--- config.mk ---
export PLATFORM = sky130hd
export DESIGN_NAME = mem_arbiter_flat
export DESIGN_NICKNAME = d
export VERILOG_FILES = /design/src/rtl/mem_arbiter_if.sv /design/src/rtl/mem_arbiter.sv /design/src/flat_wrapper.sv
export SDC_FILE = /design/constraint.sdc
export NUM_CORES = 1
export LEC_CHECK = 0
export CAP_MARGIN = 30
export CORE_AREA = 5 5 117 119
export DETAILED_ROUTE_END_ITERATION = 8
export DIE_AREA = 0 0 122 124
export SYNTH_ARGS = -nofsm -noshare
export SYNTH_HDL_FRONTEND = slang
export SYNTH_SLANG_ARGS = --single-unit
--- constraint.sdc ---
create_clock -name clk_i -period 2.6 [get_ports clk_i]
set_input_delay 0.39 -clock clk_i [delete_from_list [all_inputs] [get_ports clk_i]]
set_output_delay 0.39 -clock clk_i [all_outputs]
set_load 0.02 [all_outputs]
--- src/rtl/mem_arbiter_if.sv ---
// Bundle of requester (inst/data) and unified memory port signals seen by mem_arbiter.
interface mem_arbiter_if #(
  parameter int Xlen = 32,
  parameter int Dlen = 32
);
  localparam int Mlen = Dlen / 8;

  logic            inst_ready_o;
  logic            inst_valid_i;
  logic [Xlen-1:0] inst_addr_i;
  logic [Dlen-1:0] inst_wdata_i;
  logic [Mlen-1:0] inst_wmask_i;
  logic [Dlen-1:0] inst_rdata_o;
  logic            inst_rvalid_o;

  logic            data_ready_o;
  logic            data_valid_i;
  logic [Xlen-1:0] data_addr_i;
  logic [Dlen-1:0] data_wdata_i;
  logic [Mlen-1:0] data_wmask_i;
  logic [Dlen-1:0] data_rdata_o;
  logic            data_rvalid_o;

  logic            mem_ready_i;
  logic            mem_valid_o;
  logic [Xlen-1:0] mem_addr_o;
  logic [Dlen-1:0] mem_wdata_o;
  logic [Mlen-1:0] mem_wmask_o;
  logic [Dlen-1:0] mem_rdata_i;
  logic            mem_rvalid_i;

  logic            overflow_o;

  // Arbiter side
  modport slave (
    output inst_ready_o, inst_rdata_o, inst_rvalid_o,
    input  inst_valid_i, inst_addr_i, inst_wdata_i, inst_wmask_i,
    output data_ready_o, data_rdata_o, data_rvalid_o,
    input  data_valid_i, data_addr_i, data_wdata_i, data_wmask_i,
    input  mem_ready_i, mem_rdata_i, mem_rvalid_i,
    output mem_valid_o, mem_addr_o, mem_wdata_o, mem_wmask_o,
    output overflow_o
  );

  // Requesters + memory side
  modport master (
    input  inst_ready_o, inst_rdata_o, inst_rvalid_o,
    output inst_valid_i, inst_addr_i, inst_wdata_i, inst_wmask_i,
    input  data_ready_o, data_rdata_o, data_rvalid_o,
    output data_valid_i, data_addr_i, data_wdata_i, data_wmask_i,
    output mem_ready_i, mem_rdata_i, mem_rvalid_i,
    input  mem_valid_o, mem_addr_o, mem_wdata_o, mem_wmask_o,
    input  overflow_o
  );
endinterface

--- src/rtl/mem_arbiter.sv ---
// Round-robin merge of inst/data request ports onto one memory port; an ID FIFO
// remembers the source of each in-flight request so in-order responses get steered back.
module mem_arbiter_idq #(
  parameter int AW = 2
) (
  input  logic clk_i,
  input  logic rst_i,
  input  logic i_push,
  input  logic i_id,
  input  logic i_pop,
  output logic o_head,
  output logic o_full,
  output logic o_empty
);
  localparam int Depth = 1 << AW;
  localparam logic [AW:0] FullCnt = {1'b1, {AW{1'b0}}};

  logic [Depth-1:0] r_ids;
  logic [AW-1:0]    r_wptr;
  logic [AW-1:0]    r_rptr;
  logic [AW:0]      r_count;
  logic             w_push;
  logic             w_pop;

  assign o_full  = (r_count == FullCnt);
  assign o_empty = (r_count == '0);
  assign w_push  = i_push && !o_full;
  assign w_pop   = i_pop && !o_empty;
  assign o_head  = r_ids[r_rptr];

  // Pointers wrap naturally; the count separates full from empty.
  always_ff @(posedge clk_i or posedge rst_i) begin
    if (rst_i) begin
      r_ids   <= '0;
      r_wptr  <= '0;
      r_rptr  <= '0;
      r_count <= '0;
    end else begin
      if (w_push) begin
        r_ids[r_wptr] <= i_id;
        r_wptr        <= r_wptr + 1'b1;
      end
      if (w_pop) r_rptr <= r_rptr + 1'b1;
      case ({w_push, w_pop})
        2'b10:   r_count <= r_count + 1'b1;
        2'b01:   r_count <= r_count - 1'b1;
        default: r_count <= r_count;
      endcase
    end
  end
endmodule

module mem_arbiter #(
  parameter int Xlen               = 32,
  parameter int Dlen               = 32,
  parameter int MaxOutstandingLog2 = 2
) (
  input logic          clk_i,
  input logic          rst_i,
  mem_arbiter_if.slave bus
);
  localparam int   Mlen    = Dlen / 8;
  localparam logic SrcInst = 1'b0;
  localparam logic SrcData = 1'b1;

  logic            w_any;
  logic            w_both;
  logic            w_gnt;
  logic            w_full;
  logic            w_empty;
  logic            w_head;
  logic            w_fwd;
  logic            w_accept;
  logic            w_rsp;
  logic [Xlen-1:0] w_addr;
  logic [Dlen-1:0] w_wdata;
  logic [Mlen-1:0] w_wmask;
  logic            r_last_grant;
  logic            r_overflow;

  // Grant depends only on the valids and history, never on mem_ready_i.
  assign w_any  = bus.inst_valid_i | bus.data_valid_i;
  assign w_both = bus.inst_valid_i & bus.data_valid_i;
  assign w_gnt  = w_both ? ~r_last_grant : bus.data_valid_i;

  always_comb begin
    w_addr  = bus.inst_addr_i;
    w_wdata = bus.inst_wdata_i;
    w_wmask = '0;
    if (w_gnt == SrcData) begin
      w_addr  = bus.data_addr_i;
      w_wdata = bus.data_wdata_i;
    end
    if (w_any) w_wmask = (w_gnt == SrcData) ? bus.data_wmask_i : bus.inst_wmask_i;
  end

  // Outputs are forced idle while reset is high, independent of the clock.
  assign w_fwd    = w_any && !w_full && !rst_i;
  assign w_accept = w_fwd && bus.mem_ready_i;
  assign w_rsp    = bus.mem_rvalid_i && !w_empty && !rst_i;

  mem_arbiter_idq #(.AW(MaxOutstandingLog2)) u_idq (
    .clk_i   (clk_i),
    .rst_i   (rst_i),
    .i_push  (w_accept),
    .i_id    (w_gnt),
    .i_pop   (w_rsp),
    .o_head  (w_head),
    .o_full  (w_full),
    .o_empty (w_empty)
  );

  assign bus.mem_valid_o   = w_fwd;
  assign bus.mem_addr_o    = w_addr;
  assign bus.mem_wdata_o   = w_wdata;
  assign bus.mem_wmask_o   = w_wmask;

  assign bus.inst_ready_o  = w_fwd && (w_gnt == SrcInst) && bus.mem_ready_i;
  assign bus.data_ready_o  = w_fwd && (w_gnt == SrcData) && bus.mem_ready_i;

  assign bus.inst_rdata_o  = bus.mem_rdata_i;
  assign bus.data_rdata_o  = bus.mem_rdata_i;
  assign bus.inst_rvalid_o = w_rsp && (w_head == SrcInst);
  assign bus.data_rvalid_o = w_rsp && (w_head == SrcData);
  assign bus.overflow_o    = r_overflow;

  // A response with nothing in flight (including a same-cycle push) is an overflow.
  always_ff @(posedge clk_i or posedge rst_i) begin
    if (rst_i) begin
      r_last_grant <= SrcInst;
      r_overflow   <= 1'b0;
    end else begin
      if (w_accept) r_last_grant <= w_gnt;
      if (bus.mem_rvalid_i && w_empty) r_overflow <= 1'b1;
    end
  end
endmodule

--- src/flat_wrapper.sv ---
// flat-port wrapper written by rule: the top's interface ports become plain ports
module mem_arbiter_flat 
#(
  parameter int Xlen               = 32,
  parameter int Dlen               = 32,
  parameter int MaxOutstandingLog2 = 2
)
  (clk_i, rst_i, bus_inst_ready_o, bus_inst_rdata_o, bus_inst_rvalid_o, bus_inst_valid_i, bus_inst_addr_i, bus_inst_wdata_i, bus_inst_wmask_i, bus_data_ready_o, bus_data_rdata_o, bus_data_rvalid_o, bus_data_valid_i, bus_data_addr_i, bus_data_wdata_i, bus_data_wmask_i, bus_mem_ready_i, bus_mem_rdata_i, bus_mem_rvalid_i, bus_mem_valid_o, bus_mem_addr_o, bus_mem_wdata_o, bus_mem_wmask_o, bus_overflow_o);
  mem_arbiter_if #(.Xlen(Xlen), .Dlen(Dlen)) bus_i ();
  input logic clk_i;
  input logic rst_i;
  output wire logic [$bits(bus_i.inst_ready_o)-1:0] bus_inst_ready_o;
  output wire logic [$bits(bus_i.inst_rdata_o)-1:0] bus_inst_rdata_o;
  output wire logic [$bits(bus_i.inst_rvalid_o)-1:0] bus_inst_rvalid_o;
  input wire logic [$bits(bus_i.inst_valid_i)-1:0] bus_inst_valid_i;
  input wire logic [$bits(bus_i.inst_addr_i)-1:0] bus_inst_addr_i;
  input wire logic [$bits(bus_i.inst_wdata_i)-1:0] bus_inst_wdata_i;
  input wire logic [$bits(bus_i.inst_wmask_i)-1:0] bus_inst_wmask_i;
  output wire logic [$bits(bus_i.data_ready_o)-1:0] bus_data_ready_o;
  output wire logic [$bits(bus_i.data_rdata_o)-1:0] bus_data_rdata_o;
  output wire logic [$bits(bus_i.data_rvalid_o)-1:0] bus_data_rvalid_o;
  input wire logic [$bits(bus_i.data_valid_i)-1:0] bus_data_valid_i;
  input wire logic [$bits(bus_i.data_addr_i)-1:0] bus_data_addr_i;
  input wire logic [$bits(bus_i.data_wdata_i)-1:0] bus_data_wdata_i;
  input wire logic [$bits(bus_i.data_wmask_i)-1:0] bus_data_wmask_i;
  input wire logic [$bits(bus_i.mem_ready_i)-1:0] bus_mem_ready_i;
  input wire logic [$bits(bus_i.mem_rdata_i)-1:0] bus_mem_rdata_i;
  input wire logic [$bits(bus_i.mem_rvalid_i)-1:0] bus_mem_rvalid_i;
  output wire logic [$bits(bus_i.mem_valid_o)-1:0] bus_mem_valid_o;
  output wire logic [$bits(bus_i.mem_addr_o)-1:0] bus_mem_addr_o;
  output wire logic [$bits(bus_i.mem_wdata_o)-1:0] bus_mem_wdata_o;
  output wire logic [$bits(bus_i.mem_wmask_o)-1:0] bus_mem_wmask_o;
  output wire logic [$bits(bus_i.overflow_o)-1:0] bus_overflow_o;
  assign bus_inst_ready_o = bus_i.inst_ready_o;
  assign bus_inst_rdata_o = bus_i.inst_rdata_o;
  assign bus_inst_rvalid_o = bus_i.inst_rvalid_o;
  assign bus_i.inst_valid_i = bus_inst_valid_i;
  assign bus_i.inst_addr_i = bus_inst_addr_i;
  assign bus_i.inst_wdata_i = bus_inst_wdata_i;
  assign bus_i.inst_wmask_i = bus_inst_wmask_i;
  assign bus_data_ready_o = bus_i.data_ready_o;
  assign bus_data_rdata_o = bus_i.data_rdata_o;
  assign bus_data_rvalid_o = bus_i.data_rvalid_o;
  assign bus_i.data_valid_i = bus_data_valid_i;
  assign bus_i.data_addr_i = bus_data_addr_i;
  assign bus_i.data_wdata_i = bus_data_wdata_i;
  assign bus_i.data_wmask_i = bus_data_wmask_i;
  assign bus_i.mem_ready_i = bus_mem_ready_i;
  assign bus_i.mem_rdata_i = bus_mem_rdata_i;
  assign bus_i.mem_rvalid_i = bus_mem_rvalid_i;
  assign bus_mem_valid_o = bus_i.mem_valid_o;
  assign bus_mem_addr_o = bus_i.mem_addr_o;
  assign bus_mem_wdata_o = bus_i.mem_wdata_o;
  assign bus_mem_wmask_o = bus_i.mem_wmask_o;
  assign bus_overflow_o = bus_i.overflow_o;
  mem_arbiter #(.Xlen(Xlen), .Dlen(Dlen), .MaxOutstandingLog2(MaxOutstandingLog2)) u_core (.clk_i(clk_i), .rst_i(rst_i), .bus(bus_i));
endmodule
Word-level counts from Yosys, hierarchy flattened
Index checks and enable logic that the tools add are counted.
Operators by class
  $add $sub $neg: 4
  magnitude comparators: 3
  eq/ne operators: 3
  multiplexer cells: 11
  bitwise gates (word level): 5
  reductions and logical operators: 20
Operator list (number)
  32-bit 2-to-1 mux: 2
  1-bit logical AND: 15
  4-bit 2-to-1 mux: 2
  2-bit by 3-bit less-than comparator with 1-bit output, second input constant: 2
  3-bit case mux with 2 select lines: 1
  2-bit by 1-bit adder with 2-bit output, second input constant: 2
  4-bit bitwise mux: 1
  3-bit by 1-bit adder with 3-bit output, second input constant: 1
  3-bit == test, second input constant: 1
  1-bit logical NOT: 3
  3-bit logical NOT: 1
  1-bit 2-to-1 mux: 3
  1-bit inverter: 3
  3-bit by 1-bit subtractor with 3-bit output, second input constant: 1
  1-bit binary-select mux with 2-bit select: 1
  1-bit demux with 2-bit select: 1
  2-bit by 1-bit == test with 1-bit output, second input constant: 1
  2-bit == test, second input constant: 1
  2-bit by 1-bit >= comparator with 1-bit output, second input constant: 1
  2-bit nonzero test: 1
  1-bit AND: 1
  1-bit OR: 1
Word-level totals
  flip-flop bits (word level): 13
  input bits: 174
  output and inout port bits: 138
  logic and storage cells: 52

Logic depth before layout (Yosys ltp)
Gate-level depths: netlist of the first run.
  depth after elaboration: 8
  mapped depth: 9
  gate-level depth less buffers: 8

By module
A second synthesis of the first run with hierarchy kept.
Unflattened totals
  cells, all modules: 214
  area total of the unflattened synthesis: 2107.0 um^2
By module, submodules not included
  mem_arbiter: times used 1, cells each 159, area each 1497.7 um^2, seq. area each 50.0 um^2
  mem_arbiter_idq: times used 1, cells each 55, area each 609.3 um^2, seq. area each 275.3 um^2

Least setup slack after synthesis of the first run
OpenSTA, ideal clock, no wires.
  kind: reg-to-reg
  start: register u_core.u_idq.r_count[0]
  end: register u_core.u_idq.r_count[2]
  library setup time: 0.079 ns
  arrival time: 1.982 ns
  data required time: 2.521 ns
  setup slack: 0.539 ns
  cell stages (with the launch flop): 10
  buffers on the path: 1
  clock period less this slack: 2.061 ns
  cell sequence: dfrtp_1 > or3b_1 > buf_2 > nand3_4 > ha_1 > inv_1 > fa_1 > xor2_1 > nor2_1 > xor2_1
Between the ends
  word-level cells in the longest chain between the ends: 8
  elaborated cells on any way between the ends: 17
  classes of those cells: add/sub (2); eq/ne (3); mux (1); reduce/logical (11)
RTL lines
  start: declaration: line mem_arbiter.sv:21  | logic [AW:0] r_count;
  start signal: assignment: line mem_arbiter.sv:45  | 2'b10: r_count <= r_count + 1'b1;
  start signal: assignment: line mem_arbiter.sv:46  | 2'b01: r_count <= r_count - 1'b1;
  start signal: assignment: line mem_arbiter.sv:47  | default: r_count <= r_count;
  3-bit == test: line mem_arbiter.sv:25  | assign o_full = (r_count == FullCnt);
  1-bit logical NOT: line mem_arbiter.sv:27, mem_arbiter.sv:98
  1-bit logical AND (2 in series): line mem_arbiter.sv:98  | assign w_fwd = w_any && !w_full && !rst_i;
  1-bit logical AND: line mem_arbiter.sv:99  | assign w_accept = w_fwd && bus.mem_ready_i;
  1-bit logical AND: line mem_arbiter.sv:27  | assign w_push = i_push && !o_full;
  2-bit by 1-bit == test with 1-bit output or 2-bit == test (tied branches): line mem_arbiter.sv:44  | case ({w_push, w_pop})
  3-bit case mux with 2 select lines or 2-bit nonzero test (tied branches)
Several ways; a longest one is shown, not always the timed one.
A chain may end at the register's enable or synchronous reset.

Final worst setup path of the first run
  start: input bus_data_valid_i
  end: output bus_mem_wdata_o[23]
Between the ends
  word-level cells in the longest chain between the ends: 3
RTL lines
  start: declaration: line flat_wrapper.sv:22  | input wire logic [$bits(bus_i.data_valid_i)-1:0] bus_data_valid_i;
  1-bit AND: line mem_arbiter.sv:83  | assign w_both = bus.inst_valid_i & bus.data_valid_i;
  1-bit 2-to-1 mux (*): line mem_arbiter.sv:84  | assign w_gnt = w_both ? ~r_last_grant : bus.data_valid_i;
  32-bit 2-to-1 mux (*): line mem_arbiter.sv:90  | if (w_gnt == SrcData) begin
  end: declaration: line flat_wrapper.sv:31  | output wire logic [$bits(bus_i.mem_wdata_o)-1:0] bus_mem_wdata_o;
Every way passes the cells marked *; elsewhere a longest branch is shown, timed or not.

==> impl_metrics.csv, run 1 <==
group,metric,value,unit
outcome,status,"complete, no violations",
critical_path,crit_type,"input port to output pin",
place,hpwlAfterDp,8.17,mm
clocking,htree_num_levels,1,
die,num_io_pins,312,
clocking,cts_root_buf,"clkbuf_16",
finish,nets,542,
logic_synthesis,synth_area,0.00206,mm^2
timing,setup_slack,0.0752,ns
place,port_buffers,215,
timing,finalHoldViolations,0,
timing,fin_skew,0.000544,ns
global_route,antenna_found_initial,1,
critical_path,crit_path_max_fanout,16,
logic_synthesis,synth_area_per_cell,9.99,um^2
timing,final_max_slew_viol_count,0,
timing,slew_headroom,76.4,%
timing,tightest_slew,0.351,ns
logic_synthesis,synthDistinctLibCells,27,
critical_path,path_cells,"clkdlybuf4s50_1 > a21boi_4 > buf_6 > bufbuf_16 > mux2_2 > clkdlybuf4s15_2",
logic_synthesis,yosys.area.top_type_share,37.2,%
timing,finalSetupViolations,0,
timing,rsz0062_at_grt,"false",
clocking,clk_pin_slew,0.04,ns
die,die_w,122,um
global_route,grt_pass1_wl,13.0,mm
critical_path,slowest_delay,0.48,ns
global_route,grt.overflow.total,0,
critical_path,crit_required,2.21,ns
timing,period_share,97.1,%
clocking,clockBufferDepth,2,
logic_synthesis,synth_nets,386,
logic_synthesis,synth_top_area_cell,"mux2_2",
die,core_area,0.0125,mm^2
global_route,track_usage,11.4,%
detailed_routing,drt_first_pass_iters,4,
critical_path,critical_path_arrival,2.13,ns
logic_synthesis,synthArstFlopShare,100,%
pwr,total_power,0.00196,W
logic_synthesis,ys_seq_area_share,15.8,%
detailed_routing,ant_nets,0,
logic_synthesis,synth_warnings,0,
place,gp_congestion,0.973,
logic_synthesis,ys.flop_type,"dfrtp_1",
finish,drive_gt1_share,26.6,%
logic_synthesis,synth_cells,206,
detailed_routing,via_per_inst,3.78,
timing,fmax,0.396,GHz
clocking,cts_made_buffers,3,
detailed_routing,routed_wl,9.60,mm
pwr,power_leakage,1.69,nW
pwr,vdd_drop_max,0.471,mV
place,dp.cells,527,
die,start_util,16.5,%
die,rows,41,
place,pre_cts_slack,-0.194,ns
critical_path,cp_slowest_cell,"clkdlybuf4s50_1",
critical_path,startpoint_type,"input port",
detailed_routing,wl_per_cell,18.0,um
pwr,p_per_area,493,mW/mm^2
finish,syn_to_final_growth,93.6,%
die,die_h,124,um
clocking,cts_tree,"yes",
logic_synthesis,synth_area_leaders,"mux2_2, buf_4, dfrtp_1",
global_route,grt_max_degree,48,
detailed_routing,drt_iter0_markers,20,
die,die-area,0.0151,mm^2
critical_path,reg2reg_depth,8,
critical_path,worstSetupEndpointType,"output pin",
timing,setup_tns,0,ns
finish,fin_cells,533,
min_path,hold_class,"register to register",
logic_synthesis,ys_ff_latch,13,
clocking,holdBufCountCts,0,
global_route,grt_pass1_vias,2129,
job,cap_violations,0,
finish,diodes,0,
min_path,holdPathStages,1,
clocking,clk_latency,0.24,ns
logic_synthesis,synth_edf_count,0,
detailed_routing,vias,2014,
clocking,clock_sinks,13,
timing,period_needed,2.52,ns
detailed_routing,drcViolationCount,0,
[timing repair]
item / 4_1_cts / 5_1_grt
cloned: 1 / 0
setup endpoints to repair: 66 / 13
hold endpoints to repair: 0 / 0
resized for setup: 84 / 13
buffers inserted: 1 / 0
[state kept, by name, summed over array words and instances, names as in the netlist]
name and count:
u_core.u_idq.r_rptr 2, u_core.u_idq.r_wptr 2, u_core.u_idq.r_ids 4, u_core.r_last_grant 1
u_core.bus.overflow_o 1, u_core.u_idq.r_count 3
[cell usage after synthesis (all sizes together), types with 2 or more instances]
master / n
and2: 2
buf: 73
dfrtp: 13
ha: 5
inv: 6
mux2: 70
nand2: 8
nand4: 4
nor2: 2
nor2b: 2
o21ai: 4
xnor2: 2
xor2: 4
[per-stage QoR]
step                      area (um^2)  hold slack [ns]  utilization, %
after floorplan                  2060            0.273               -
after global placement           3940            0.447            31.6
after detailed placement         3940            0.448            31.6
after CTS                        4010            0.461            32.1
after global routing             3980            0.491            31.9
final                            3980            0.458            31.9
[layout by cell type, fill, tap and decap left out, types with 2 or more instances in the layout]
cell	count
nand4_1	4
nand2_1	8
dfrtp_1	13
buf_2	3
clkbuf_16	3
o21ai_0	4
clkdlybuf4s50_1	146
clkbuf_2	4
buf_4	5
buf_12	2
dlygate4sd2_1	52
dlymetal6s2s_1	5
nor2b_1	2
mux2_1	2
and2_1	2
nor2_1	2
ha_1	5
mux2_2	68
clkdlybuf4s15_2	5
xor2_1	4
inv_1	6
xnor2_1	2
[worst paths after layout]
check                                                    startpoint                                  end  slack, ns
worst max register to register  u_core.u_idq.r_count[0]$_DFFE_PP0P_  u_core.u_idq.r_count[2]$_DFFE_PP0P_       0.43
min in group asynchronous                                     rst_i    u_core.u_idq.r_ids[2]$_DFFE_PP0P_       0.52
worst max-delay path                               bus_data_valid_i                  bus_mem_wdata_o[23]       0.08
worst min register to register    u_core.bus.overflow_o$_DFFE_PP0P_    u_core.bus.overflow_o$_DFFE_PP0P_       0.46
worst min-delay path              u_core.bus.overflow_o$_DFFE_PP0P_    u_core.bus.overflow_o$_DFFE_PP0P_       0.46
max in group asynchronous                                     rst_i   u_core.u_idq.r_wptr[0]$_DFFE_PP0P_       1.92
[per-layer routing]
metal / up-vias / global-route usage [%] / share of wire (%)
met2: 124 / 17.8 / 45
li1: 955 / - / -
met5: - / 0 / 0.14
met4: 2 / 2.38 / 1.5
met3: 22 / 4.09 / 11
met1: 911 / 15.0 / 42
[worst max-delay path: cells and delay by family]
kind	cells	cell delay [ns]
muxes	1	0.34
AOI/OAI and AO/OA	1	0.22
buffers and inverters	4	1.17
[cells by family (layout without fill, tap and decap cells)]
kind of cell    after synthesis  after routing  synth area share, %
mux                          72             72                 39.9
compound gates                7              7                 2.37
buf+inv                      79            234                 28.7
simple gates                 23             23                 6.63
xor+xnor                      6              6                 2.55
fa+ha+maj                     6              6                 4.01
flops                        13             13                 15.8
[cell type report]
class / count / area (um^2)
Tap cell: 172 / 215
Clock buffer: 4 / 78.8
Multi-Input combinational cell: 114 / 1150
Inverter: 6 / 22.5
Sequential cell: 13 / 325
Fill cell: 1316 / 8480
Timing Repair Buffer: 224 / 2190
[report_power, final]
part | switching, W | leakage [nW] | internal [W] | total (W)
logic | 0.000586 | 1.50 | 0.000707 | 0.00129
clock network | 0.0000778 | 0.0382 | 0.000206 | 0.000284
registers | 0.0000808 | 0.154 | 0.000306 | 0.000387
total | 0.000744 | 1.69 | 0.00122 | 0.00196
(Power assumes the default switching activity.)
==> inputs of run 2 (changes only) <==
- CTS_BUF_LIST: default -> sky130_fd_sc_hd__clkbuf_8
- HOLD_SLACK_MARGIN: default -> 0.08
- SKIP_LAST_GASP: default -> 1
==> run 2 against run 1 <==
Against the previous run:
- the run now ends with setup timing left
- critical path depth fell by 1
- clock power fell by 39%
- sequential power hardly changed
- critical path type unchanged
- critical endpoint is now bus_mem_wdata_o[28]
==> impl_metrics.csv, run 2 (synthesis gave the netlist of run 1 again) <==
group,metric,value,unit
outcome,status,"finished, violations left",
outcome,violations,"setup timing",
timing,final_max_slew_viol_count,0,
die,core_area,0.0125,mm^2
global_route,antenna_found_initial,1,
pwr,internal_power,0.00116,W
detailed_routing,wl_per_cell,18.5,um
finish,fillerInstances,1294,
finish,regArea,325,um^2
timing,slew_headroom,76.4,%
die,start_util,16.5,%
finish,largest_reg_flops,4,
clocking,htree_num_levels,1,
min_path,hold_class,"register to register",
die,rows,41,
global_route,grt_pass1_vias,2120,
pwr,total_power,0.00190,W
detailed_routing,drt_iter0_markers,39,
die,num_io_pins,312,
finish,top_register,"u_core.u_idq.r_ids",
critical_path,reg2reg_depth,8,
pwr,pwr-share-seq,20.3,%
clocking,cts_root_buf,"clkbuf_8",
place,placed_cell_area,0.00394,mm^2
detailed_routing,vias,2019,
global_route,grt.overflow.total,0,
timing,fmax,0.370,GHz
die,die_h,124,um
finish,top_regs,"u_core.u_idq.r_ids x4, u_core.u_idq.r_count x3",
clocking,clock_sinks,13,
global_route,track_usage,11.3,%
timing,rsz0062_at_grt,"true",
timing,period_share,104,%
pwr,p_per_area,470,mW/mm^2
clocking,holdBufCountCts,0,
place,gp_congestion,0.973,
pwr,net-switching-power,0.000745,W
timing,setup_slack,-0.101,ns
clocking,clk_latency,0.24,ns
clocking,cts_made_buffers,3,
detailed_routing,drcViolationCount,0,
critical_path,worstSetupEndpointType,"output pin",
detailed_routing,routed_wl,9.86,mm
clocking,clockBufferDepth,2,
pwr,combPwrFrac,70.6,%
finish,final_cell_mix,"clkdlybuf4s50_1, mux2_2, dlymetal6s2s_1",
detailed_routing,via_per_inst,3.78,
die,die-area,0.0151,mm^2
min_path,holdPathStages,1,
clocking,cts_tree,"yes",
timing,whs,0.461,ns
finish,multi_input_area,0.00115,mm^2
finish,drive_gt1_share,26.8,%
clocking,clk_pin_slew,0.05,ns
timing,fin_skew,0.00259,ns
place,port_buffers,215,
pwr,vdd_drop_max,0.416,mV
pwr,p_sw_share,39.2,%
job,cap_violations,0,
critical_path,crit_path_max_fanout,23,
critical_path,startpoint_type,"input port",
critical_path,crit_type,"input port to output pin",
global_route,grt_max_degree,48,
timing,finalSetupViolations,7,
pwr,power_leakage,1.89,nW
timing,finalHoldViolations,0,
detailed_routing,drt_first_pass_iters,4,
finish,fin_area,0.00405,mm^2
pwr,clkPwrFrac,9.1,%
place,hpwlAfterDp,8.17,mm
global_route,grt_pass1_wl,13.0,mm
finish,nets,543,
critical_path,crit_required,2.21,ns
die,die_w,122,um
critical_path,critical_path_arrival,2.31,ns
timing,tightest_slew,0.351,ns
detailed_routing,ant_nets,0,
finish,diodes,0,
finish,syn_to_final_growth,96.8,%
timing,period_needed,2.70,ns
finish,final_common_cell,"clkdlybuf4s50_1",
[run 2: per-layer routing]
metal,part of all wire [%],vias up,GRT usage (%)
met5,0.13,-,0
met4,1.4,2,2.38
met3,9.9,24,3.95
met2,46,121,17.7
met1,42,914,15.1
li1,-,958,-
[run 2: repair_timing]
action	in CTS	in global routing
resized for setup	31	56
gates cloned	1	1
buffers inserted	1	0
pin swaps	0	0
endpoints found under the setup margin	66	50
[run 2: power groups by stage]
stage	Sequential, W	Clock [W]	Combinational (W)
after floorplan	0.000377	0	0.000882
after detailed placement	0.000393	0	0.00137
after global routing	0.000404	0.000188	0.00144
final	0.000386	0.000174	0.00134
after CTS	0.000389	0.000178	0.00137
after global placement	0.000387	0	0.00136
[run 2: per-stage QoR]
step | TNS [ns] | std cells | worst slack, ns | utilization (%)
5_1_grt | -1.21 | 534 | -0.152 | 32.5
3_5_place_dp | -6.42 | 527 | -0.194 | 31.6
2_1_floorplan | 0 | 206 | 0.539 | -
3_3_place_gp | -4.92 | 527 | -0.171 | 31.6
4_1_cts | -2.82 | 533 | -0.129 | 32.0
6_report | -0.651 | 534 | -0.101 | 32.5
[run 2: layout make-up]
class / instances / share of cell area [%]
clock inverters: 1 / 0.0927
multi-input cells: 114 / 28.4
inverters: 6 / 0.556
repair buffers: 225 / 56.6
flip-flops and latches: 13 / 8.03
well taps: 172 / 5.32
clock buffers: 3 / 1.02
[run 2: worst max-delay path, stage by stage]
cell             delay, ns
clkdlybuf4s50_1       0.48
a21boi_4              0.28
clkbuf_16             0.25
mux2_2                0.35
clkdlybuf4s50_1       0.54
[run 2: worst paths after layout]
kind                                                     startpoint                             endpoint  slack, ns
worst max-delay path                               bus_data_valid_i                  bus_mem_wdata_o[28]      -0.10
worst min register to register    u_core.bus.overflow_o$_DFFE_PP0P_    u_core.bus.overflow_o$_DFFE_PP0P_       0.46
min in group asynchronous                                     rst_i    u_core.u_idq.r_ids[2]$_DFFE_PP0P_       0.51
worst min-delay path              u_core.bus.overflow_o$_DFFE_PP0P_    u_core.bus.overflow_o$_DFFE_PP0P_       0.46
max in group asynchronous                                     rst_i  u_core.u_idq.r_count[1]$_DFFE_PP0P_       1.92
worst max register to register  u_core.u_idq.r_count[0]$_DFFE_PP0P_  u_core.u_idq.r_count[2]$_DFFE_PP0P_       0.44
